**src/rtl/gmii_pkg.sv**
```systemverilog
// Shared constants and FSM encoding for the GMII transmit scheduler.
package gmii_pkg;
  localparam logic [7:0] ETH_PRE = 8'h55;
  localparam logic [7:0] ETH_SFD = 8'hD5;
  localparam int         PRE_LEN = 8;

  typedef enum logic [1:0] {ST_IDLE, ST_PRE, ST_DATA, ST_IFG} state_e;
endpackage

```
**src/rtl/gmii_tx_sched_if.sv**
```systemverilog
// Per-port byte streams in, one GMII transmit bus out.
interface gmii_tx_sched_if #(
  parameter int PORTS = 2,
  parameter int DW    = 8
);
  logic [PORTS-1:0][DW-1:0] s_tdata;
  logic [PORTS-1:0]         s_tvalid;
  logic [PORTS-1:0]         s_tready;
  logic [PORTS-1:0]         s_tlast;
  logic [PORTS-1:0]         s_tuser;
  logic [DW-1:0]            gmii_d;
  logic                     gmii_en;
  logic                     gmii_er;

  modport master (output s_tdata, s_tvalid, s_tlast, s_tuser,
                  input  s_tready, gmii_d, gmii_en, gmii_er);
  modport slave  (input  s_tdata, s_tvalid, s_tlast, s_tuser,
                  output s_tready, gmii_d, gmii_en, gmii_er);
endinterface

```
**src/rtl/gmii_tx_sched_rr_arbiter.sv**
```systemverilog
// Round-robin picker: first requester after the last grant; pointer moves on i_adv.
module rr_arbiter #(
  parameter int PORTS = 2
) (
  input  logic                     clk,
  input  logic                     rst,
  input  logic [PORTS-1:0]         i_req,
  input  logic                     i_adv,
  output logic [$clog2(PORTS)-1:0] o_gnt,
  output logic                     o_vld
);
  localparam int GW = $clog2(PORTS);

  logic [GW-1:0] r_last;
  logic [GW-1:0] w_idx;

  always_comb begin
    o_gnt = r_last;
    o_vld = 1'b0;
    w_idx = '0;
    for (int i = 1; i <= PORTS; i++) begin
      w_idx = GW'((int'(r_last) + i) % PORTS);
      if (!o_vld && i_req[w_idx]) begin
        o_gnt = w_idx;
        o_vld = 1'b1;
      end
    end
  end

  // Pointer starts at the last port so port 0 has first priority after reset.
  always_ff @(posedge clk) begin
    if (rst)        r_last <= GW'(PORTS-1);
    else if (i_adv) r_last <= o_gnt;
  end
endmodule

```
**src/rtl/gmii_tx_sched.sv**
```systemverilog
// Shares one GMII TX link among PORTS byte streams: RR grant, preamble/SFD, data, IFG.
module gmii_tx_sched import gmii_pkg::*; #(
  parameter int PORTS      = 2,
  parameter int IFG_LEN    = 12,
  parameter int DATA_WIDTH = 8
) (
  input  logic                     clk,
  input  logic                     rst,
  input  logic                     enable,
  gmii_tx_sched_if.slave           bus,
  output logic [$clog2(PORTS)-1:0] grant,
  output logic                     busy,
  output logic                     underrun
);
  localparam int GW = $clog2(PORTS);
  localparam logic [DATA_WIDTH-1:0] IDLE_D = '0;

  state_e                r_state;
  logic [7:0]            r_cnt;
  logic [GW-1:0]         r_grant;
  logic [PORTS-1:0]      r_tready;
  logic [DATA_WIDTH-1:0] r_d;
  logic                  r_en, r_er, r_underrun;

  logic [GW-1:0] w_arb_gnt;
  logic          w_arb_vld, w_start, w_vld;

  assign w_start = (r_state == ST_IDLE) && enable && w_arb_vld;
  assign w_vld   = bus.s_tvalid[r_grant];

  rr_arbiter #(.PORTS(PORTS)) u_arb (
    .clk   (clk),
    .rst   (rst),
    .i_req (bus.s_tvalid),
    .i_adv (w_start),
    .o_gnt (w_arb_gnt),
    .o_vld (w_arb_vld)
  );

  always_ff @(posedge clk) begin
    if (rst) begin
      r_state    <= ST_IDLE;
      r_cnt      <= '0;
      r_grant    <= '0;
      r_tready   <= '0;
      r_d        <= IDLE_D;
      r_en       <= 1'b0;
      r_er       <= 1'b0;
      r_underrun <= 1'b0;
    end else begin
      r_underrun <= 1'b0;
      case (r_state)
        ST_IDLE: begin
          r_d  <= IDLE_D;
          r_en <= 1'b0;
          r_er <= 1'b0;
          if (w_start) begin
            r_state <= ST_PRE;
            r_grant <= w_arb_gnt;
            r_cnt   <= '0;
            r_d     <= ETH_PRE;
            r_en    <= 1'b1;
          end
        end
        // First preamble byte was issued from IDLE; 6 more 0x55 then the SFD.
        ST_PRE: begin
          r_en <= 1'b1;
          r_er <= 1'b0;
          if (r_cnt == 8'(PRE_LEN-2)) begin
            r_d      <= ETH_SFD;
            r_state  <= ST_DATA;
            r_tready <= PORTS'(1) << r_grant;
          end else begin
            r_d   <= ETH_PRE;
            r_cnt <= r_cnt + 8'd1;
          end
        end
        ST_DATA: begin
          r_en <= 1'b1;
          if (w_vld) begin
            r_d  <= bus.s_tdata[r_grant];
            r_er <= bus.s_tuser[r_grant];
            if (bus.s_tlast[r_grant]) begin
              r_state  <= ST_IFG;
              r_tready <= '0;
              r_cnt    <= '0;
            end
          end else begin
            r_d        <= IDLE_D;
            r_er       <= 1'b1;
            r_underrun <= 1'b1;
          end
        end
        // The IDLE cycle that follows contributes the last idle symbol of the gap.
        ST_IFG: begin
          r_d  <= IDLE_D;
          r_en <= 1'b0;
          r_er <= 1'b0;
          if (r_cnt == 8'(IFG_LEN-1)) r_state <= ST_IDLE;
          else                        r_cnt   <= r_cnt + 8'd1;
        end
        default: r_state <= ST_IDLE;
      endcase
    end
  end

  assign bus.s_tready = r_tready;
  assign bus.gmii_d   = r_d;
  assign bus.gmii_en  = r_en;
  assign bus.gmii_er  = r_er;
  assign grant        = r_grant;
  assign busy         = (r_state != ST_IDLE);
  assign underrun     = r_underrun;
endmodule

```
**src/flat_wrapper.sv**
```systemverilog
// flat-port wrapper written by rule: the top's interface ports become plain ports
module gmii_tx_sched_flat import gmii_pkg::*;
#(
  parameter int PORTS      = 2,
  parameter int IFG_LEN    = 12,
  parameter int DATA_WIDTH = 8
)
  (clk, rst, enable, grant, busy, underrun, bus_s_tdata, bus_s_tvalid, bus_s_tlast, bus_s_tuser, bus_s_tready, bus_gmii_d, bus_gmii_en, bus_gmii_er);
  gmii_tx_sched_if #(.PORTS(PORTS), .DW(8)) bus_i ();
  input  logic clk;
  input  logic rst;
  input  logic enable;
  output logic [$clog2(PORTS)-1:0] grant;
  output logic busy;
  output logic underrun;
  input wire logic [$bits(bus_i.s_tdata)-1:0] bus_s_tdata;
  input wire logic [$bits(bus_i.s_tvalid)-1:0] bus_s_tvalid;
  input wire logic [$bits(bus_i.s_tlast)-1:0] bus_s_tlast;
  input wire logic [$bits(bus_i.s_tuser)-1:0] bus_s_tuser;
  output wire logic [$bits(bus_i.s_tready)-1:0] bus_s_tready;
  output wire logic [$bits(bus_i.gmii_d)-1:0] bus_gmii_d;
  output wire logic [$bits(bus_i.gmii_en)-1:0] bus_gmii_en;
  output wire logic [$bits(bus_i.gmii_er)-1:0] bus_gmii_er;
  assign bus_i.s_tdata = bus_s_tdata;
  assign bus_i.s_tvalid = bus_s_tvalid;
  assign bus_i.s_tlast = bus_s_tlast;
  assign bus_i.s_tuser = bus_s_tuser;
  assign bus_s_tready = bus_i.s_tready;
  assign bus_gmii_d = bus_i.gmii_d;
  assign bus_gmii_en = bus_i.gmii_en;
  assign bus_gmii_er = bus_i.gmii_er;
  gmii_tx_sched #(.PORTS(PORTS), .IFG_LEN(IFG_LEN), .DATA_WIDTH(DATA_WIDTH)) u_core (.clk(clk), .rst(rst), .enable(enable), .bus(bus_i), .grant(grant), .busy(busy), .underrun(underrun));
endmodule
```
**config.mk**
```make
export PLATFORM = sky130hd
export DESIGN_NAME = gmii_tx_sched_flat
export DESIGN_NICKNAME = d
export VERILOG_FILES = /design/src/rtl/gmii_pkg.sv /design/src/rtl/gmii_tx_sched_if.sv /design/src/rtl/gmii_tx_sched_rr_arbiter.sv /design/src/rtl/gmii_tx_sched.sv /design/src/flat_wrapper.sv
export SDC_FILE = /design/constraint.sdc
export NUM_CORES = 1
export LEC_CHECK = 0
export ABC_AREA = 1
export CORE_ASPECT_RATIO = 1.25
export CORE_UTILIZATION = 47
export DETAILED_ROUTE_END_ITERATION = 16
export PLACE_DENSITY = 0.79
export SLEW_MARGIN = 10
export SYNTH_ARGS = -nofsm -noshare
export SYNTH_HDL_FRONTEND = slang
export SYNTH_SLANG_ARGS = --single-unit
```
**constraint.sdc**
```tcl
create_clock -name clk -period 1.6 [get_ports clk]
set_input_delay 0.24 -clock clk [delete_from_list [all_inputs] [get_ports clk]]
set_output_delay 0.24 -clock clk [all_outputs]
set_load 0.005 [all_outputs]
```
### Word-level counts from Yosys, hierarchy flattened

Cells that the tools add are included.

| storage, ports and cells | value |
|---|---|
| register bits | 25 |
| word-level logic and storage cells | 84 |

| operators by class | value |
|---|---|
| $add $sub $neg | 3 |
| order comparisons | 3 |
| equality and inequality tests | 12 |
| shift-type cells | 1 |
| muxes and demuxes | 41 |
| bitwise operators | 1 |
| reductions and logical operators | 14 |

Operators with widths:

| kind | number |
|---|---|
| $mux 8 | 9 |
| $pmux 8 s4 | 2 |
| $mux 1 | 17 |
| $mux 2 | 8 |
| $reduce_and 5->1 | 2 |
| $add 8x1->8 const B | 1 |
| $eq 8x3->1 const B | 1 |
| $eq 8x4->1 const B | 1 |
| $ne 2x1->1 const B | 4 |
| $pmux 2 s4 | 1 |
| $mux 7 | 1 |
| $lt 1x2->1 const B | 3 |
| $ne 2x2->1 const B | 3 |
| $eq 2x2->1 const B | 2 |
| $pmux 2 s2 | 1 |
| $reduce_and 4->1 | 1 |
| $reduce_bool 2->1 | 2 |
| $reduce_or 2->1 | 2 |
| $logic_and 1x1->1 | 3 |
| $pmux 1 s3 | 1 |
| $reduce_or 3->1 | 1 |
| $add 1x1->1 const B | 2 |
| $eq 2x1->1 const B | 1 |
| $logic_not 2->1 | 1 |
| 5 further kinds | 5 |

### Longest topological paths before layout

| depth | value |
|---|---|
| depth in word-level cells | 10 |
| mapped depth | 11 |

### By module

Synthesis repeated with hierarchy kept, for this count alone.

| unflattened totals | value |
|---|---|
| cells, all modules | 210 |
| area total of the unflattened synthesis | 1,426.4 µm² |

By module, submodules not included:

| module | times used | cells each | area an instance (µm²) |
|---|---|---|---|
| gmii_tx_sched | 1 | 199 | 1,358.8 |
| rr_arbiter | 1 | 11 | 67.6 |

### Worst setup path after synthesis

Ideal clock, no wire load.

| timing | value |
|---|---|
| path kind | register to register |
| start point | register u_core.r_state[0] |
| end point | register u_core.r_cnt[0] |
| library setup time | 0.116 ns |
| arrival | 1.381 ns |
| path slack | 0.103 ns |
| cell stages (with the launch flop) | 9 |
| path buffers | 0 |
| cells stage by stage | dfxtp_1 inv_1 ha_1 nand3_1 nand2_2 nor2_2 nand3_4 a21oi_1 nor2_1 |

| between the ends | value |
|---|---|
| word-level cells in the longest chain between the ends | 5 |
| elaborated cells on any way between the ends | 13 |

Ends and longest elaborated chain:

| element | line | text |
|---|---|---|
| from (decl) | gmii_tx_sched.sv:18 | `state_e r_state;` |
| from (signal assigned) | gmii_tx_sched.sv:42 | `r_state <= ST_IDLE;` |
| from (signal assigned) | gmii_tx_sched.sv:58 | `r_state <= ST_PRE;` |
| from (signal assigned) | gmii_tx_sched.sv:71 | `r_state <= ST_DATA;` |
| $logic_not 2->1 | gmii_tx_sched.sv:28, gmii_tx_sched.sv:52 |  |
| $logic_and 1x1->1 (2 in series) | gmii_tx_sched.sv:28 | `assign w_start = (r_state == ST_IDLE) && enable && w_arb_vld;` |
| $ne 2x2->1 (no source line) | -- |  |
| $reduce_and 5->1 (no source line) | -- |  |
| to (signal assigned) | gmii_tx_sched.sv:75 | `r_cnt <= r_cnt + 8'd1;` |
| to (signal assigned) | gmii_tx_sched.sv:100 | `else r_cnt <= r_cnt + 8'd1;` |
| to (decl) | gmii_tx_sched.sv:19 | `logic [7:0] r_cnt;` |

Several ways; a longest one is shown, not always the timed one.
A chain may end at the register's enable or synchronous reset.

### Worst setup path in the final report

| timing | value |
|---|---|
| start point | register u_core.r_cnt[0] |
| end point | register u_core.r_cnt[7] |

| between the ends | value |
|---|---|
| word-level cells in the longest chain between the ends | 3 |
| elaborated cells on any way between the ends | 9 |

Ends and longest elaborated chain:

| element | line | text |
|---|---|---|
| $add 8x1->8, or another cell as far along | gmii_tx_sched.sv:75, gmii_tx_sched.sv:100 |  |
| $mux 8, or another cell as far along | gmii_tx_sched.sv:99 | `if (r_cnt == 8'(IFG_LEN-1)) r_state <= ST_IDLE;` |
| $pmux 8 s4 or $reduce_and 5->1 (tied branches) | -- |  |

Several ways; a longest one is shown, not always the timed one. The select of a mux whose other input is x is not followed.

==> metrics.yaml <==
worst_setup_path_start_kind: "register"
cts_tree: "yes"
gp_congestion: 0.8254
nets: 304
grt_pass1_wl_um: 5934
drc: 0
setup_viol: 0
skew_ps: 14.93
htree_levels: 1
cp_data_arrival_time_ps: 1780
cp-startpoint: "u_core.r_cnt[0]"
r2r_slack_ps: 80
cpMostUsedCell: "nand2_2"
final_hold_viol_count: 0
gr-total-overflow: 0
core_um2: 2759
first_global_vias: 1448
holdWs_ps: 459.9
drive_gt1_share_pct: 19.93
synth_cell_types: 22
totalWireLength_um: 3489
endpoint_kind: "register"
path_class: "reg -> reg"
ant_nets: 0
yosys_warnings: 0
reg2reg_to: "u_core.r_cnt[7]"
port_buffers: 39
ys_ff_latch: 25
insertion_delay_ps: 330
dp_hpwl_um: 2655
die_h_um: 63.38
route.detailed.wl_per_inst_um: 11.44
num_vias: 1533
critPathSlowestCell: "dfxtp_2"
fin_crit_ps: 1517
cap_violations: 0
worstPathCellList: "inv_1, ha_1, nand3_1, nor2_2, nand2_2, nand2_2, nor2_4, nand2_1, a21oi_2"
synthesis.area_um2: 1416
syn2layout_area_growth_pct: 43.73
rsz0062_at_grt: "yes"
worstHoldPathCells: 3
max_freq_ghz: 0.6593
start_util_pct: 51.34
p_per_area_nw_per_um2: 1339
internal-power_mw: 1.583
cp_slowest_stage_delay_ps: 380
critical_path.top_delay_family: "simple AND/OR/NAND/NOR gates"
dieArea_um2: 3238
power_switching_mw: 1.142
clock-sinks: 25
status: "complete, no violations"
cts_buffer_depth: 2
placed_area_um2: 1932
min_to: "u_core.bus.gmii_d[5]"
synthCells: 215
finalCritPeriodShare_pct: 94.80
drt_iter0_drc: 51
antenna_cells: 0
grtUsageTotal_pct: 23.66
r2r_start: "u_core.r_cnt[0]"
required_ps: 1860
syn_nets: 247
fin_util_pct: 73.79
min-delay-start: "bus_s_tdata[5]"
drt_pass1_iterations: 4
combPwrFrac_pct: 59.6
root_buffer: "clkbuf_4"
clkTransAtPathRegs_ps: 150
tightest_slew_ps: 238.7
syn_area_per_cell_um2: 6.588
p_leak_nw: 0.8591
ios: 40
clockPowerShare_pct: 10.7
yosysSeqAreaShare_pct: 35.34
path_buf_inv: 1
slew_violations: 0
antenna_found_initial: 0
worstPathMaxFanout: 8
vias_per_cell: 5.026
cts_buffers: 3
r2r_cells: 9
rows: 21
dpl_worst_slack_ps: -111.6
grt_start_max_net_pins: 15
swShare_pct: 41.91
hold_path_class: "in -> reg"
ir_drop_uv: 1217
fin_area_um2: 2036
p_seq_share_pct: 29.6
worst_slack_ps: 83.26
relSlewSlack_pct: 84.04
die_w_um: 51.10
cells in the mapped netlist:
| cell | count | area, um2 |
|---|---|---|
| nand2_2 | 7 | 43.79 |
| o21bai_1 | 2 | 15.01 |
| inv_2 | 3 | 11.26 |
| nand2_1 | 76 | 285.3 |
| nor3b_1 | 2 | 15.01 |
| a21oi_1 | 20 | 100.1 |
| nand3_2 | 2 | 20.02 |
| nor2_1 | 27 | 101.4 |
| nand3_4 | 1 | 17.52 |
| buf_6 | 1 | 11.26 |
| nor2_2 | 3 | 18.77 |
| nand4_1 | 1 | 6.260 |
| o32ai_1 | 1 | 8.760 |
| clkbuf_1 | 3 | 11.26 |
| dfxtp_1 | 25 | 500.5 |
| nor2_4 | 1 | 11.26 |
| inv_1 | 16 | 60.06 |
| a31oi_1 | 1 | 6.260 |
| nand3_1 | 11 | 55.05 |
| o21ai_0 | 4 | 20.02 |
| ha_1 | 7 | 87.58 |
| mux2i_1 | 1 | 10.01 |
kinds of logic after synthesis:
family	after synthesis	synth area share (%)
compound gates	28	10.60
fa+ha+maj	7	6.183
buf+inv	23	6.625
simple gates	131	40.55
mux	1	0.7067
flops	25	35.34
area by class of cell:
type	count	area [um2]
timing repair buffer	56	519.2
multi-input combinational	167	864.6
clock buffer	4	26.28
fill	222	723.2
tap	34	42.54
inverter	19	73.82
sequential	25	509.2
worst register-to-register path, stage by stage (launching register included):
cell     delay [ps]
dfxtp_2         380
inv_1            80
ha_1            200
nand3_1         110
nor2_2           60
nand2_2         100
nand2_2          80
nor2_4          210
nand2_1         100
a21oi_2         130
layer usage:
layer	part of all wire (%)	vias up	global-route usage, %
met3	3.5	7	2.899
met5	0	-	0
li1	-	791	-
met2	51	46	42.93
met4	2.0	0	11.11
met1	43	689	26.30
how the worst max path moves through the flow:
stage | endpoint | slack [ps] | cells past startpoint
after global routing | u_core.r_cnt[7] | -20 | 9
after CTS | u_core.r_cnt[0] | 10 | 8
after detailed placement | u_core.r_cnt[0] | -110 | 8
final | u_core.r_cnt[7] | 80 | 9
after global placement | u_core.r_cnt[0] | -70 | 8
after floorplan | u_core.r_cnt[0] | 100 | 8
sequential cells by signal, indices dropped and copies added (netlist names):
name	cells
u_core.r_state	2
u_core.bus.gmii_en	1
u_core.bus.s_tready	2
u_core.grant	1
u_core.u_arb.r_last	1
u_core.underrun	1
u_core.r_cnt	8
u_core.bus.gmii_er	1
u_core.bus.gmii_d	8
timing repair:
item                                    4_1_cts  5_1_grt
hold buffers                                  0        0
pin swaps                                     0        3
gates resized for setup                       7       15
endpoints found under the hold margin         0        0
setup buffers                                 2        1
endpoints found under the setup margin        2       16
metrics by stage:
stage                     instances  TNS [ps]  power [mW]
after floorplan                 215         0       1.722
after CTS                       304         0       2.647
after global routing            305    -60.29       2.956
after detailed placement        298    -584.7       2.332
final                           305         0       2.725
after global placement          298    -276.8       2.319
power by group through the flow:
stage | Clock, mW | Combinational (mW) | Sequential [mW]
2_1_floorplan | 0 | 0.894 | 0.829
3_3_place_gp | 0 | 1.50 | 0.817
3_5_place_dp | 0 | 1.51 | 0.821
4_1_cts | 0.293 | 1.55 | 0.803
5_1_grt | 0.321 | 1.81 | 0.820
6_report | 0.292 | 1.63 | 0.808
cells in the final DEF (no fill, tap or decap), types with 4 or more instances in the layout:
master | netlist | layout
a21oi_1 | 20 | 18
buf_4 | 0 | 17
clkdlybuf4s50_1 | 0 | 37
dfxtp_1 | 25 | 20
dfxtp_2 | 0 | 4
ha_1 | 7 | 4
inv_1 | 16 | 14
inv_2 | 3 | 4
nand2_1 | 76 | 76
nand2_2 | 7 | 7
nand3_1 | 11 | 10
nor2_1 | 27 | 24
nor2_2 | 3 | 6
o21ai_0 | 4 | 4
(Power assumes the default switching activity.)
